===== config.mk =====
export PLATFORM = sky130hd
export DESIGN_NAME = fixed_point_abs_arbiter_flat
export DESIGN_NICKNAME = d
export VERILOG_FILES = /design/src/rtl/fixed_point_abs_arbiter_pkg.sv /design/src/rtl/fixed_point_abs_arbiter_if.sv /design/src/rtl/fixed_point_abs_arbiter_rr_arbiter.sv /design/src/rtl/fixed_point_abs_arbiter.sv /design/src/flat_wrapper.sv
export SDC_FILE = /design/constraint.sdc
export NUM_CORES = 1
export LEC_CHECK = 0
export CORE_ASPECT_RATIO = 0.7
export CORE_MARGIN = 1
export CORE_UTILIZATION = 42
export CTS_BUF_LIST = sky130_fd_sc_hd__clkbuf_8 sky130_fd_sc_hd__clkbuf_16
export DETAILED_ROUTE_END_ITERATION = 7
export PLACE_DENSITY = 0.85
export SLEW_MARGIN = 10
export SYNTH_ARGS = -nofsm -noshare
export SYNTH_HDL_FRONTEND = slang
export SYNTH_SLANG_ARGS = --single-unit

===== constraint.sdc =====
create_clock -name CLK -period 2.55 [get_ports CLK]
set_input_delay 0.51 -clock CLK [delete_from_list [all_inputs] [get_ports CLK]]
set_output_delay 0.51 -clock CLK [all_outputs]
set_load 0.005 [all_outputs]

===== src/rtl/fixed_point_abs_arbiter_pkg.sv =====
// -----------------------------------------------------------------------------
// abs_arb_pkg
// Shared definitions for the fixed-point ABS arbiter slice:
//   state_t    - FSM state encoding (IDLE / ISSUE / WAIT / RESP)
//   id_width() - width of an encoded requester id for a given requester count
//   TMO_CNT_W  - width of the WAIT-state timeout counter (ABS_ARB_TIMEOUT_EN)
// -----------------------------------------------------------------------------
package abs_arb_pkg;

   typedef enum logic [1:0] {
      IDLE  = 2'd0,
      ISSUE = 2'd1,
      WAIT  = 2'd2,
      RESP  = 2'd3
   } state_t;

   // Wide enough for any practical TIMEOUT_CYCLES value.
   localparam int TMO_CNT_W = 16;

   function automatic int id_width(input int num_req);
      return (num_req > 1) ? $clog2(num_req) : 1;
   endfunction

endpackage


===== src/rtl/fixed_point_abs_arbiter_if.sv =====
// -----------------------------------------------------------------------------
// fixed_point_abs_arbiter_if
// Bundles the requester-side and shared-unit-side signals of the arbiter.
//   REQ_VALID/REQ_VALUE/REQ_READY       - request handshake, NUM_REQ lanes
//   RSP_VALID/RSP_VALUE/RSP_ERR         - one-hot response pulse + result
//   UNIT_VALUE_OUT/UNIT_VALID_OUT       - operand issued to the shared unit
//   UNIT_VALUE_IN/UNIT_VALID_IN         - result returned by the shared unit
// Modports:
//   slave  - the arbiter itself
//   master - the surrounding environment (requesters + shared unit)
// -----------------------------------------------------------------------------
interface fixed_point_abs_arbiter_if #(
   parameter int WIDTH   = 8,
   parameter int NUM_REQ = 4
);
   logic [NUM_REQ-1:0]       REQ_VALID;
   logic [NUM_REQ*WIDTH-1:0] REQ_VALUE;
   logic [NUM_REQ-1:0]       REQ_READY;
   logic [NUM_REQ-1:0]       RSP_VALID;
   logic [WIDTH-1:0]         RSP_VALUE;
   logic                     RSP_ERR;
   logic [WIDTH-1:0]         UNIT_VALUE_OUT;
   logic                     UNIT_VALID_OUT;
   logic [WIDTH-1:0]         UNIT_VALUE_IN;
   logic                     UNIT_VALID_IN;

   modport slave (
      input  REQ_VALID, REQ_VALUE, UNIT_VALUE_IN, UNIT_VALID_IN,
      output REQ_READY, RSP_VALID, RSP_VALUE, RSP_ERR,
             UNIT_VALUE_OUT, UNIT_VALID_OUT
   );

   modport master (
      output REQ_VALID, REQ_VALUE, UNIT_VALUE_IN, UNIT_VALID_IN,
      input  REQ_READY, RSP_VALID, RSP_VALUE, RSP_ERR,
             UNIT_VALUE_OUT, UNIT_VALID_OUT
   );
endinterface


===== src/rtl/fixed_point_abs_arbiter_rr_arbiter.sv =====
// -----------------------------------------------------------------------------
// rr_arbiter
// Combinational round-robin pick. The winner is the first set request bit
// strictly after i_ptr, wrapping around to bit 0. The pointer register lives
// in the parent.
//   i_req   [NUM_REQ-1:0] - request vector
//   i_ptr   [ID_W-1:0]    - id of the previous winner
//   o_grant [NUM_REQ-1:0] - one-hot grant (all zero when no request)
//   o_id    [ID_W-1:0]    - encoded id of the granted requester
// -----------------------------------------------------------------------------
module rr_arbiter
   import abs_arb_pkg::*;
#(
   parameter int NUM_REQ = 4,
   parameter int ID_W    = id_width(NUM_REQ)
) (
   input  logic [NUM_REQ-1:0] i_req,
   input  logic [ID_W-1:0]    i_ptr,
   output logic [NUM_REQ-1:0] o_grant,
   output logic [ID_W-1:0]    o_id
);

   logic [NUM_REQ-1:0] w_above;
   logic [NUM_REQ-1:0] w_hi_req;
   logic [NUM_REQ-1:0] w_pick;

   always_comb begin
      // NOTE: every output of this block gets a default first, so no path can leave one unassigned and infer a latch.
      w_above = '0;
      o_id    = '0;
      for (int i = 0; i < NUM_REQ; i++) begin
         w_above[i] = (i > int'(i_ptr));
      end
      // Requests above the pointer win; if there are none, wrap to the full set.
      w_hi_req = i_req & w_above;
      w_pick   = (|w_hi_req) ? w_hi_req : i_req;
      // Isolate the lowest set bit (x & -x).
      o_grant  = w_pick & (~w_pick + {{(NUM_REQ-1){1'b0}}, 1'b1});
      for (int i = NUM_REQ - 1; i >= 0; i--) begin
         if (o_grant[i]) o_id = ID_W'(i);
      end
   end

endmodule


===== src/rtl/fixed_point_abs_arbiter.sv =====
// -----------------------------------------------------------------------------
// fixed_point_abs_arbiter
// Shares one fixed-point ABS unit between NUM_REQ requesters. Requesters are
// granted round-robin, one operation is in flight at a time, and the unit's
// result is returned bit-exact to the owner as a one-cycle RSP_VALID pulse.
// Ports:
//   CLK - clock
//   RST - asynchronous, active-high reset (must also reset the shared unit)
//   bus - fixed_point_abs_arbiter_if.slave (request, response, unit signals)
// Parameters: WIDTH, NUM_REQ, TIMEOUT_CYCLES.
// Configuration macro: ABS_ARB_TIMEOUT_EN - when defined, a WAIT-state
//   counter aborts the op after TIMEOUT_CYCLES cycles with RSP_ERR=1 and
//   RSP_VALUE=0. When undefined, RSP_ERR is tied 0 and WAIT holds forever.
// -----------------------------------------------------------------------------
module fixed_point_abs_arbiter
   import abs_arb_pkg::*;
#(
   parameter int WIDTH          = 8,
   parameter int NUM_REQ        = 4,
   parameter int TIMEOUT_CYCLES = 8
) (
   input  logic                         CLK,
   input  logic                         RST,
   fixed_point_abs_arbiter_if.slave     bus
);

   localparam int ID_W = id_width(NUM_REQ);

   localparam logic [1:0] S_IDLE  = IDLE;
   localparam logic [1:0] S_ISSUE = ISSUE;
   localparam logic [1:0] S_WAIT  = WAIT;
   localparam logic [1:0] S_RESP  = RESP;

   logic [1:0]         r_state;
   logic [ID_W-1:0]    r_ptr;
   logic [ID_W-1:0]    r_owner;
   logic [WIDTH-1:0]   r_operand;
   logic               r_unit_valid;
   logic [NUM_REQ-1:0] r_rsp_valid;
   logic [WIDTH-1:0]   r_rsp_value;

   logic [NUM_REQ-1:0] w_grant;
   logic [ID_W-1:0]    w_id;
   logic [WIDTH-1:0]   w_operand;
   logic [NUM_REQ-1:0] w_owner_oh;
   logic               w_xfer;

`ifdef ABS_ARB_TIMEOUT_EN
   localparam logic [TMO_CNT_W-1:0] TMO_LAST = TMO_CNT_W'(TIMEOUT_CYCLES - 1);
   logic [TMO_CNT_W-1:0] r_tmo_cnt;
   logic                 r_rsp_err;
`endif

   rr_arbiter #(
      .NUM_REQ (NUM_REQ),
      .ID_W    (ID_W)
   ) u_rr_arbiter (
      .i_req   (bus.REQ_VALID),
      .i_ptr   (r_ptr),
      .o_grant (w_grant),
      .o_id    (w_id)
   );

   // Grant is only offered in IDLE, and is forced low while reset is held so
   // every output reads 0 during reset.
   assign bus.REQ_READY = (r_state == S_IDLE && !RST) ? w_grant : '0;
   assign w_xfer        = |bus.REQ_READY;
   assign w_owner_oh    = {{(NUM_REQ-1){1'b0}}, 1'b1} << r_owner;

   always_comb begin
      w_operand = '0;
      for (int i = 0; i < NUM_REQ; i++) begin
         if (w_id == ID_W'(i)) w_operand = bus.REQ_VALUE[i*WIDTH +: WIDTH];
      end
   end

   // NOTE: state registers use non-blocking assignments so every flop samples pre-edge values, matching the hardware.
   always_ff @(posedge CLK or posedge RST) begin
      if (RST) begin
         r_state      <= S_IDLE;
         r_ptr        <= ID_W'(NUM_REQ - 1);   // requester 0 wins first
         r_owner      <= '0;
         r_operand    <= '0;
         r_unit_valid <= 1'b0;
         r_rsp_valid  <= '0;
         r_rsp_value  <= '0;
`ifdef ABS_ARB_TIMEOUT_EN
         r_tmo_cnt    <= '0;
         r_rsp_err    <= 1'b0;
`endif
      end else begin
         // Single-cycle pulses default low.
         r_unit_valid <= 1'b0;
         r_rsp_valid  <= '0;
`ifdef ABS_ARB_TIMEOUT_EN
         r_rsp_err    <= 1'b0;
`endif
         case (r_state)
            S_IDLE: begin
               if (w_xfer) begin
                  r_operand    <= w_operand;
                  r_owner      <= w_id;
                  r_ptr        <= w_id;
                  r_unit_valid <= 1'b1;     // operand valid during ISSUE
                  r_state      <= S_ISSUE;
               end
            end
            S_ISSUE: begin
               r_state <= S_WAIT;
`ifdef ABS_ARB_TIMEOUT_EN
               r_tmo_cnt <= '0;
`endif
            end
            S_WAIT: begin
               // Response registers are loaded here so the pulse lines up
               // with the RESP state; RSP_VALUE holds until the next load.
               if (bus.UNIT_VALID_IN) begin
                  r_rsp_valid <= w_owner_oh;
                  r_rsp_value <= bus.UNIT_VALUE_IN;
                  r_state     <= S_RESP;
               end
`ifdef ABS_ARB_TIMEOUT_EN
               else if (r_tmo_cnt == TMO_LAST) begin
                  r_rsp_valid <= w_owner_oh;
                  r_rsp_value <= '0;
                  r_rsp_err   <= 1'b1;
                  r_state     <= S_RESP;
               end else begin
                  r_tmo_cnt <= r_tmo_cnt + 1'b1;
               end
`endif
            end
            S_RESP:  r_state <= S_IDLE;
            default: r_state <= S_IDLE;
         endcase
      end
   end

   assign bus.RSP_VALID      = r_rsp_valid;
   assign bus.RSP_VALUE      = r_rsp_value;
   assign bus.UNIT_VALUE_OUT = r_operand;
   assign bus.UNIT_VALID_OUT = r_unit_valid;
`ifdef ABS_ARB_TIMEOUT_EN
   assign bus.RSP_ERR        = r_rsp_err;
`else
   assign bus.RSP_ERR        = 1'b0;
`endif

endmodule


===== src/flat_wrapper.sv =====
// flat-port wrapper written by rule: the top's interface ports become plain ports
module fixed_point_abs_arbiter_flat import abs_arb_pkg::*;
#(
   parameter int WIDTH          = 8,
   parameter int NUM_REQ        = 4,
   parameter int TIMEOUT_CYCLES = 8
)
  (CLK, RST, bus_REQ_VALID, bus_REQ_VALUE, bus_UNIT_VALUE_IN, bus_UNIT_VALID_IN, bus_REQ_READY, bus_RSP_VALID, bus_RSP_VALUE, bus_RSP_ERR, bus_UNIT_VALUE_OUT, bus_UNIT_VALID_OUT);
  fixed_point_abs_arbiter_if #(.WIDTH(WIDTH), .NUM_REQ(NUM_REQ)) bus_i ();
  input  logic CLK;
  input  logic RST;
  input wire logic [$bits(bus_i.REQ_VALID)-1:0] bus_REQ_VALID;
  input wire logic [$bits(bus_i.REQ_VALUE)-1:0] bus_REQ_VALUE;
  input wire logic [$bits(bus_i.UNIT_VALUE_IN)-1:0] bus_UNIT_VALUE_IN;
  input wire logic [$bits(bus_i.UNIT_VALID_IN)-1:0] bus_UNIT_VALID_IN;
  output wire logic [$bits(bus_i.REQ_READY)-1:0] bus_REQ_READY;
  output wire logic [$bits(bus_i.RSP_VALID)-1:0] bus_RSP_VALID;
  output wire logic [$bits(bus_i.RSP_VALUE)-1:0] bus_RSP_VALUE;
  output wire logic [$bits(bus_i.RSP_ERR)-1:0] bus_RSP_ERR;
  output wire logic [$bits(bus_i.UNIT_VALUE_OUT)-1:0] bus_UNIT_VALUE_OUT;
  output wire logic [$bits(bus_i.UNIT_VALID_OUT)-1:0] bus_UNIT_VALID_OUT;
  assign bus_i.REQ_VALID = bus_REQ_VALID;
  assign bus_i.REQ_VALUE = bus_REQ_VALUE;
  assign bus_i.UNIT_VALUE_IN = bus_UNIT_VALUE_IN;
  assign bus_i.UNIT_VALID_IN = bus_UNIT_VALID_IN;
  assign bus_REQ_READY = bus_i.REQ_READY;
  assign bus_RSP_VALID = bus_i.RSP_VALID;
  assign bus_RSP_VALUE = bus_i.RSP_VALUE;
  assign bus_RSP_ERR = bus_i.RSP_ERR;
  assign bus_UNIT_VALUE_OUT = bus_i.UNIT_VALUE_OUT;
  assign bus_UNIT_VALID_OUT = bus_i.UNIT_VALID_OUT;
  fixed_point_abs_arbiter #(.WIDTH(WIDTH), .NUM_REQ(NUM_REQ), .TIMEOUT_CYCLES(TIMEOUT_CYCLES)) u_core (.CLK(CLK), .RST(RST), .bus(bus_i));
endmodule

==> out/results.ini <==
[timing]
holdWs_ns = 0.512
rsz0062_at_grt = false
finalHoldViolCount = 0
finalSetupViolCount = 0
fin_crit_ns = 2.44
drv_slew = 0
fin_tns_setup_ns = 0
fmax_ghz = 0.410
worst_slew_pin_slew_ns = 0.657
worst_slack_ns = 0.113
fin_crit_sh_pct = 95.6
finClkSkew_ns = 0.00379
slew_headroom_pct = 56.1

[global_routing]
antenna_found_initial = 0
grt_pass1_wl_um = 6290
first_global_vias = 1376
grt_max_degree = 28
gr-total-overflow = 0
grt.total_usage_pct = 23.1

[finish]
layout-drive-gt1-share_pct = 13.4
num-nets-final = 260
area_growth_pct = 59.9
final_cell_mix = 67 x clkdlybuf4s50_1, 25 x dfrtp_1, 16 x nor2_1
fin_area_um2 = 2210
final_util_pct = 70.2
final_common_cell = clkdlybuf4s50_1
nFillCells = 232
diodes = 0

[synth]
synth_top_family_by_area = compound AO/OA/AOI/OAI gates
synthMuxAreaShare_pct = 6.52
yosysSeqAreaShare_pct = 49.0
syn_area_per_cell_um2 = 10.2
netlist_area_um2 = 1380
synth_xor_area_share_pct = 0
synthCells = 135
synth_compound_area_share_pct = 22.7
synthAdderAreaFrac_pct = 2.71
ys_ff_latch = 27
yosysUniqueCellTypes = 31
yosys.area_share.simple_pct = 14.0
ys_warn_count = 0
synthesis.nets = 185

[hold_path]
hp-class = reg -> reg

[floorplan]
die_y_um = 50.0
ios = 73
core-area_um2 = 3150
die_area_um2 = 3530
initial_utilization_pct = 43.9
die_w_um = 70.6
core.rowCount = 17

[drt]
drt_iter0_markers = 70
first_pass_iters = 6
drcViolationCount = 16
routed-via-count = 1410
finalWirelength_um = 4030
routedWlPerCell_um = 16.3
via_per_inst = 5.71
drtAntennaViolNets = 0

[critical_path]
cpPeakStageDelay_ns = 0.52
cp.arrival_ns = 1.93
critPathLaunchType = input pin
critPathMaxFanout = 5
worstSetupPathType = in -> out
slowest_stage = clkdlybuf4s50_1
worst_setup_path_end_kind = output port
cp.required_ns = 2.04
worstPathCellList = dlygate4sd2_1, buf_4, o22ai_1, a21oi_1, nor3_1, clkdlybuf4s50_1

[power]
cellPowerDensity_nw_per_um2 = 925
leakagePower_uw = 0.000934
pwr-share-comb_pct = 50.7
pwr-share-seq_pct = 37.7
switching_power_uw = 708
p_sw_share_pct = 34.6
p_clk_share_pct = 11.6
peakVddDrop_mv = 0.679
p_int_uw = 1340

[outcome]
violations = design-rule violations
status = complete, but fails checks

[clock_tree]
clk_pin_slew_ns = 0.09
clockBufferDepth = 2
post_cts_buffers = 0
clk_latency_ns = 0.27
cts_root_buf = clkbuf_8
cts_max_level = 1
cts.sinks = 27
cts_tree = built
cts_buffers = 3
ctsHoldBuffers = 0

[place]
place_area_um2 = 2160
dp_slack_ns = -0.101
gp_congestion = 0.823
dp_hpwl_um = 3010
io_buffers = 71

[flow_run]
max_cap_viol_count = 0

[sequential cells by signal (all words and copies together) (netlist names)]
name                       flops
u_core.r_owner                 2
u_core.bus.RSP_VALUE           8
u_core.bus.UNIT_VALID_OUT      1
u_core.r_ptr                   2
u_core.bus.UNIT_VALUE_OUT      8
u_core.r_state                 2
u_core.bus.RSP_VALID           4
[power by group through the flow]
| stage | sequential (uW) | clock, uW | combinational, uW |
|---|---|---|---|
| 6_report | 771 | 237 | 1040 |
| 5_1_grt | 784 | 261 | 1120 |
| 4_1_cts | 765 | 246 | 1040 |
| 3_5_place_dp | 775 | 0 | 1030 |
| 3_3_place_gp | 754 | 0 | 983 |
| 2_1_floorplan | 746 | 0 | 525 |
[cells by family after synthesis]
| group | Yosys count |
|---|---|
| DFF | 27 |
| AOI/OAI and AO/OA | 43 |
| and+or+nand+nor | 38 |
| buffers and inverters | 15 |
| adders and majority gates | 3 |
| other | 1 |
| muxes | 8 |
[critical path: cells and delay by family]
| family | cells | cell delay [ns] |
|---|---|---|
| buffers and inverters | 3 | 0.97 |
| AO/OA/AOI/OAI | 2 | 0.25 |
| AND/OR/NAND/NOR | 1 | 0.19 |
[cell type report]
cell class | count | area [um2] | share of cell area [%]
Timing Repair Buffer | 79 | 769 | 34.8
Sequential cell | 27 | 678 | 30.7
Multi-Input combinational cell | 93 | 647 | 29.3
Tap cell | 38 | 47.5 | 2.15
Clock buffer | 3 | 41.3 | 1.87
Inverter | 6 | 22.5 | 1.02
Clock inverter | 1 | 5.00 | 0.226
[layer usage]
layer	vias up	share of wire [%]	wire length [um]	GRT usage [%]
met3	14	10	407	6.54
met5	-	0	0	0
met2	96	51	2060	42.6
met1	656	36	1470	24.9
met4	0	2.2	90	10.0
li1	644	-	-	-
[metrics by stage]
stage	instances	total power, uW
after floorplan	135	1270
after global placement	243	1740
after detailed placement	243	1810
after CTS	247	2050
after global routing	247	2160
final	247	2040
[path summary, 6_finish.rpt]
kind | start | endpoint | slack (ns) | cells past startpoint
max | bus_REQ_VALID[2] | bus_REQ_READY[1] | 0.11 | 6
min | u_core.bus.RSP_VALUE[3] | u_core.bus.RSP_VALUE[3] | 0.51 | 1
max reg2reg | u_core.r_ptr[1] | u_core.bus.UNIT_VALUE_OUT[5] | 0.49 | 6
min reg2reg | u_core.bus.RSP_VALUE[3] | u_core.bus.RSP_VALUE[3] | 0.51 | 1
max in group asynchronous | RST | u_core.r_ptr[0] | 1.61 | 3
min in group asynchronous | RST | u_core.bus.RSP_VALUE[6] | 0.64 | 3
[repair_timing]
item                       CTS  global route
resized for setup            4             2
setup endpoints to repair    4             4
pin swaps                    0             1
[synth_stat cells]
| master | number | area share [%] |
|---|---|---|
| or2_1 | 1 | 0.45 |
| nand2b_1 | 3 | 1.4 |
| nand2b_2 | 1 | 0.63 |
| and4_1 | 1 | 0.63 |
| ha_1 | 3 | 2.7 |
| clkbuf_1 | 4 | 1.1 |
| o21ba_2 | 1 | 0.72 |
| o21ai_0 | 4 | 1.4 |
| buf_2 | 4 | 1.4 |
| o22ai_1 | 9 | 4.1 |
| a21o_1 | 2 | 1.1 |
| or3_1 | 1 | 0.45 |
| a22oi_1 | 9 | 4.9 |
| nor3b_1 | 3 | 1.6 |
| dfstp_2 | 2 | 3.8 |
| inv_1 | 6 | 1.6 |
| a221oi_1 | 8 | 5.1 |
| nor2_1 | 16 | 4.3 |
| buf_4 | 1 | 0.54 |
| conb_1 | 1 | 0.27 |
| a211oi_2 | 1 | 0.90 |
| nor4_1 | 1 | 0.45 |
| a21oi_1 | 6 | 2.2 |
| mux2_2 | 8 | 6.5 |
| a211oi_1 | 1 | 0.54 |
| dfrtp_1 | 25 | 45 |
| nand2_1 | 3 | 0.81 |
| o211a_1 | 1 | 0.72 |
| nor3_1 | 4 | 1.4 |
| nor2b_1 | 4 | 1.8 |
| a221oi_2 | 1 | 1.1 |
Power figures use the tool's default switching activity.
